`config.mk`:
```
export PLATFORM = sky130hd
export DESIGN_NAME = combat_controller
export DESIGN_NICKNAME = d
export VERILOG_FILES = /design/src/rtl/combat_pkg.sv /design/src/rtl/combat_pool.sv /design/src/rtl/combat_controller.sv
export SDC_FILE = /design/constraint.sdc
export NUM_CORES = 1
export LEC_CHECK = 0
export ABC_AREA = 1
export CAP_MARGIN = 0
export CORE_ASPECT_RATIO = 1.1
export CORE_UTILIZATION = 55
export CTS_CLUSTER_DIAMETER = 50
export DETAILED_ROUTE_END_ITERATION = 8
export GPL_TIMING_DRIVEN = 0
export PLACE_DENSITY = 0.8
export REMOVE_ABC_BUFFERS = 1
export SYNTH_ARGS = -nofsm -noshare
export SYNTH_HDL_FRONTEND = slang
export SYNTH_SLANG_ARGS = --single-unit
```
`constraint.sdc`:
```
create_clock -name Clk -period 3.55 [get_ports Clk]
set_clock_uncertainty 0.2 [all_clocks]
set_input_delay 0.5325 -clock Clk [delete_from_list [all_inputs] [get_ports Clk]]
set_output_delay 0.5325 -clock Clk [all_outputs]
set_load 0.05 [all_outputs]
```
`src/rtl/combat_pkg.sv`:
```
// combat_pkg: shared state type, default parameters and health-bar encoder for combat_controller
package combat_pkg;
  typedef enum logic [1:0] {IDLE, FIGHT, KO} combat_state_t;
  localparam int MAX_HEALTH_DEF = 5;
  localparam int HIT_COOLDOWN_DEF = 30;
  localparam int DAMAGE_DEF = 1;
  localparam int REGEN_FRAMES_DEF = 120;
  function automatic logic [14:0] health_to_mask(input logic [3:0] h);
    logic [14:0] m;
    for (int i = 0; i < 15; i++) m[i] = i < int'(h);
    return m;
  endfunction
endpackage

```
`src/rtl/combat_pool.sv`:
```
// combat_pool: one character's hit edge detect, cooldown, health register and bar mask
// Optional regeneration counter enabled by COMBAT_CTRL_REGEN_EN.
module combat_pool
  import combat_pkg::*;
#(
  parameter int MAX_HEALTH = MAX_HEALTH_DEF,
  parameter int HIT_COOLDOWN = HIT_COOLDOWN_DEF,
  parameter int DAMAGE = DAMAGE_DEF,
  parameter int REGEN_FRAMES = REGEN_FRAMES_DEF,
  parameter int HW = $clog2(MAX_HEALTH + 1)
) (
  input  logic                  Clk,
  input  logic                  Reset_n,
  input  logic                  clear,
  input  logic                  fight,
  input  logic                  tick,
  input  logic                  contact,
  output logic [HW-1:0]         health,
  output logic [MAX_HEALTH-1:0] mask,
  output logic                  accept
);
  localparam logic [HW-1:0] MAXH = HW'(MAX_HEALTH);
  localparam logic [HW-1:0] DMG = HW'(DAMAGE);
  localparam logic [7:0] CD = 8'(HIT_COOLDOWN);
  logic contact_r, contact_q, regen_up;
  logic [7:0] cooldown;
  // contact_r is the input register; the edge is taken between it and its delayed copy
  assign accept = fight & contact_r & ~contact_q & (cooldown == '0);
  assign mask = MAX_HEALTH'(health_to_mask(4'(health)));
`ifdef COMBAT_CTRL_REGEN_EN
  localparam int RW = $clog2(REGEN_FRAMES + 1);
  logic [RW-1:0] regen_cnt;
  assign regen_up = fight & tick & (health != '0) & (regen_cnt == RW'(REGEN_FRAMES - 1));
  always_ff @(posedge Clk) begin
    if (!Reset_n || clear || accept) regen_cnt <= '0;
    else if (fight && tick && health != '0) regen_cnt <= regen_up ? '0 : regen_cnt + 1'b1;
  end
`else
  assign regen_up = 1'b0;
`endif
  always_ff @(posedge Clk) begin
    if (!Reset_n) begin
      contact_r <= 1'b0;
      contact_q <= 1'b0;
    end else begin
      contact_r <= contact;
      contact_q <= contact_r;
    end
  end
  always_ff @(posedge Clk) begin
    if (!Reset_n || clear) begin
      health <= MAXH;
      cooldown <= '0;
    end else if (accept) begin
      health <= health > DMG ? health - DMG : '0;
      cooldown <= CD;
    end else begin
      if (tick && cooldown != '0) cooldown <= cooldown - 8'd1;
      if (regen_up && health != MAXH) health <= health + 1'b1;
    end
  end
endmodule

```
`src/rtl/combat_controller.sv`:
```
// combat_controller: fight FSM turning contact edges into damage, health bars and dead flags
// Define COMBAT_CTRL_REGEN_EN to enable slow health regeneration during the fight.
module combat_controller
  import combat_pkg::*;
#(
  parameter int MAX_HEALTH = MAX_HEALTH_DEF,
  parameter int HIT_COOLDOWN = HIT_COOLDOWN_DEF,
  parameter int DAMAGE = DAMAGE_DEF,
  parameter int REGEN_FRAMES = REGEN_FRAMES_DEF,
  localparam int HW = $clog2(MAX_HEALTH + 1)
) (
  input  logic                  Clk,
  input  logic                  Reset_n,
  input  logic                  frame_clk,
  input  logic                  battle_l,
  input  logic                  Restart,
  input  logic                  npc_contact,
  input  logic                  player_contact,
  output logic [HW-1:0]         Player_Health,
  output logic [HW-1:0]         NPC_Health,
  output logic [MAX_HEALTH-1:0] is_player_health_seg,
  output logic [MAX_HEALTH-1:0] is_npc_health_seg,
  output logic                  Player_Dead,
  output logic                  NPC_Dead,
  output logic                  proj_clear
);
  combat_state_t state, state_nx;
  logic frame_q, tick, fight, clear, npc_accept, unused_player_accept;
  assign tick = frame_clk & ~frame_q;
  assign fight = (state == FIGHT) & ~Restart;
  assign clear = Restart | (state == IDLE);
  always_comb begin
    state_nx = Restart ? IDLE :
               state == IDLE ? (battle_l ? FIGHT : IDLE) :
               state == FIGHT ? ((Player_Health == '0 || NPC_Health == '0) ? KO : battle_l ? FIGHT : IDLE) :
               KO;
  end
  always_ff @(posedge Clk) begin
    if (!Reset_n) begin
      state <= IDLE;
      frame_q <= 1'b0;
      proj_clear <= 1'b0;
      Player_Dead <= 1'b0;
      NPC_Dead <= 1'b0;
    end else begin
      state <= state_nx;
      frame_q <= frame_clk;
      proj_clear <= npc_accept;
      Player_Dead <= !Restart && Player_Health == '0;
      NPC_Dead <= !Restart && NPC_Health == '0;
    end
  end
  combat_pool #(
    .MAX_HEALTH(MAX_HEALTH), .HIT_COOLDOWN(HIT_COOLDOWN), .DAMAGE(DAMAGE),
    .REGEN_FRAMES(REGEN_FRAMES), .HW(HW)
  ) u_player (
    .Clk(Clk), .Reset_n(Reset_n), .clear(clear), .fight(fight), .tick(tick),
    .contact(player_contact), .health(Player_Health), .mask(is_player_health_seg),
    .accept(unused_player_accept)
  );
  combat_pool #(
    .MAX_HEALTH(MAX_HEALTH), .HIT_COOLDOWN(HIT_COOLDOWN), .DAMAGE(DAMAGE),
    .REGEN_FRAMES(REGEN_FRAMES), .HW(HW)
  ) u_npc (
    .Clk(Clk), .Reset_n(Reset_n), .clear(clear), .fight(fight), .tick(tick),
    .contact(npc_contact), .health(NPC_Health), .mask(is_npc_health_seg),
    .accept(npc_accept)
  );
endmodule

```
==> metrics.yaml <==
sta:
  final-setup-viol-count: 0
  worst_pin_slew_ns: 0.501
  slew_headroom_pct: 66.5
  final.hold.worst_slack_ns: 0.250
  hold_viol_final: 0
  drv_slew: 0
  max_freq_ghz: 0.338
  final_period_minus_worst_setup_slack_ns: 2.96
  tns_ns: 0
  grt_setup_unrepaired: "no"
  period_share_pct: 83.3
grt:
  global_route_wire_length_before_repair_um: 6180
  global_route.overflow_total: 0
  grt_usage_pct: 22.2
  grt_pass1_vias: 1515
  antenna_found_initial: 0
  pin_count_of_the_biggest_net_entering_global_routing: 11
clock_network:
  cts_buffers: 5
  worst_setup_hold_path_clk_slew_ns: 0.09
  cts_htree_levels: 2
  ctsResizeCount: 0
  post-cts-setup-buffers: 0
  cts_max_path_buffers: 2
  cts-hold-fix-buffers: 0
  cts.root.buffer_cell: "sky130_fd_sc_hd__clkbuf_4"
  tritoncts: "built"
  clk-insertion-delay-late_ns: 0.33
  clkSinkCount: 32
power:
  power_density_mw_per_mm2: 291
  power.internal_mw: 0.486
  power.static_leakage_nw: 1.04
  power.ir.vdd_worst_mv: 0.219
  clockPowerShare_pct: 37.5
  p_total_mw: 0.626
  sequentialPowerShare_pct: 58.2
  power.switching_fraction_pct: 22.3
  switching_power_mw: 0.140
  power_frac_comb_pct: 4.3
yosys:
  yosys.cell_types.count: 24
  synth_edf_count: 0
  synth-compound-area-share_pct: 9.12
  post_synth_fa_ha_maj_area_fraction_pct: 6.91
  ys_ff_latch: 32
  synth-seq-area-share_pct: 35.4
  cell_area_synth_mm2: 0.00181
  ys.warnings.count: 0
  yosys-mux-area-fraction_pct: 0
  post_synth.cell_area_avg_um2: 6.63
  ys_async_sr_fraction_pct: 0
  synth_simple_gate_area_share_pct: 36.8
  synth_top_flop_cell: "sky130_fd_sc_hd__dfxtp_1"
  largest_family_of_logic_cells_by_synthesized_area: "simple AND/OR/NAND/NOR gates"
  postSynthCellCount: 273
  yosys.area_share.xor_xnor_pct: 1.45
setup_path:
  critical_path.cell_chain: "inv_1 > ha_1 > o21ai_0 > clkdlybuf4s50_1"
  worst_setup_ep_type: "output port"
  start_kind: "flip-flop"
  cp_slowest_cell: "sky130_fd_sc_hd__clkdlybuf4s50_1"
  worst-path-max-fanout: 5
  max_stage_delay_ns: 0.89
  worst-endpoint-arrival_ns: 2.22
  critPathRequiredTime_ns: 2.82
  worst-r2r-setup-slack_ns: 1.85
  category_of_the_most_critical_setup_path: "flip-flop to output port"
floorplan:
  coreArea_mm2: 0.00310
  die_width_um: 56.7
  placement_rows: 21
  die_height_um: 62.2
  initial_core_util_pct: 58.4
  die_area_mm2: 0.00353
  boundaryPins: 26
job:
  max-cap-violations: 0
placement:
  detailedPlacementHpwl_um: 2550
  place.port_buffers: 25
  gp_congestion: 0.853
detailed_routing:
  final_routed_wire_length_divided_by_cell_count_um: 10.1
  route.antenna.remaining_nets: 0
  route.final.wire_length_um: 3410
  total_number_of_vias: 1654
  via_per_inst: 4.91
  detail_route.drc_violations: 0
  drt_iter0_drc: 70
  drtPass1Iterations: 4
cells_and_area:
  layout.filler_cells: 273
  area_growth_syn_to_layout_pct: 18.9
  post_route_cells_drive_above_1_share_pct: 8.91
  register_area_um2: 641
  multi_input_area_um2: 982
  n_antenna_cell: 0
  num-nets-final: 320
hold_path:
  holdCritPathClass: "flip-flop to flip-flop"
outcome:
  run_status: "complete, no violations"
==> area by class of cell <==
class / instances / share of cell area, %
multi-input cells: 193 / 45.6
well taps: 34 / 1.98
clock buffers: 7 / 3.02
repair buffers: 25 / 11.6
flip-flops and latches: 32 / 29.8
inverters: 46 / 8.02
==> worst paths after layout <==
path	from	endpoint	depth (start not counted)
worst max-delay path	u_player.health[1]	is_player_health_seg[1]	4
worst min-delay path	u_player.contact_r	u_player.contact_q	2
worst min register to register	u_player.contact_r	u_player.contact_q	2
worst max register to register	u_npc.cooldown[0]	u_npc.health[1]	7
==> cell families after synthesis <==
kind of cell,count (synthesis)
AOI/OAI and AO/OA,27
xor gates and xnor gates,3
adders and majority gates,10
buffers and inverters,48
DFF,32
and+or+nand+nor,153
==> flip-flops by register name (all words and copies together) (netlist names), 2 cells and up <==
register,cells
u_npc.cooldown,8
u_player.cooldown,8
u_npc.health,3
u_player.health,3
state,2
==> power groups by stage <==
stage,sequential (mW),clock (mW),combinational (mW)
final,0.364,0.235,0.0272
after global routing,0.365,0.261,0.0302
after CTS,0.364,0.246,0.0274
after detailed placement,0.372,0,0.0273
after global placement,0.372,0,0.0264
after floorplan,0.372,0,0.0160
==> through the flow <==
stage	instance area [um2]	std cells	utilization [%]	setup WS (ns)
after floorplan	1800	271	-	0.552
after global placement	2090	330	67.4	0.970
after detailed placement	2090	330	67.4	0.953
after CTS	2150	337	69.5	0.575
after global routing	2150	337	69.5	0.428
final	2150	337	69.5	0.595
==> worst max-delay path, delay by kind of cell (launching register included) <==
kind,cells,cell delay (ns)
fa+ha+maj,1,0.18
buf+inv,2,1.00
flops,1,0.37
compound gates,1,0.35
==> cell usage after synthesis, types with 5 or more instances <==
cell type                  n  share of area, %
sky130_fd_sc_hd__nor2_1   34               7.0
sky130_fd_sc_hd__nand3_1  16               4.4
sky130_fd_sc_hd__dfxtp_1  32                35
sky130_fd_sc_hd__nand2_1  85                18
sky130_fd_sc_hd__inv_1    41               8.5
sky130_fd_sc_hd__a21oi_1  13               3.6
sky130_fd_sc_hd__nor2_2    6               2.1
sky130_fd_sc_hd__ha_1     10               6.9
sky130_fd_sc_hd__inv_2     5               1.0
sky130_fd_sc_hd__o21ai_0   6               1.7
==> cells in the final DEF (no fill, tap or decap), drive strengths merged <==
cell type and instances:
clkdlybuf4s50 25, nor2 43, nand2 88, and3 1, nand3b 2, o22ai 1
a21oi 13, nand3 16, o211ai 3, ha 10, clkbuf 7, dfxtp 32
xor2 3, nand4 2, inv 46, or2 1, o21ai 10
==> per-layer routing <==
metal / global-route usage (%) / vias to the layer above / part of all wire (%)
met5: 0 / - / 0
met4: 8.75 / 0 / 1.6
met3: 6.67 / 5 / 4.4
met2: 35.7 / 25 / 44
met1: 27.6 / 730 / 50
li1: - / 894 / -
No activity file was read; power rests on OpenSTA's default activity.
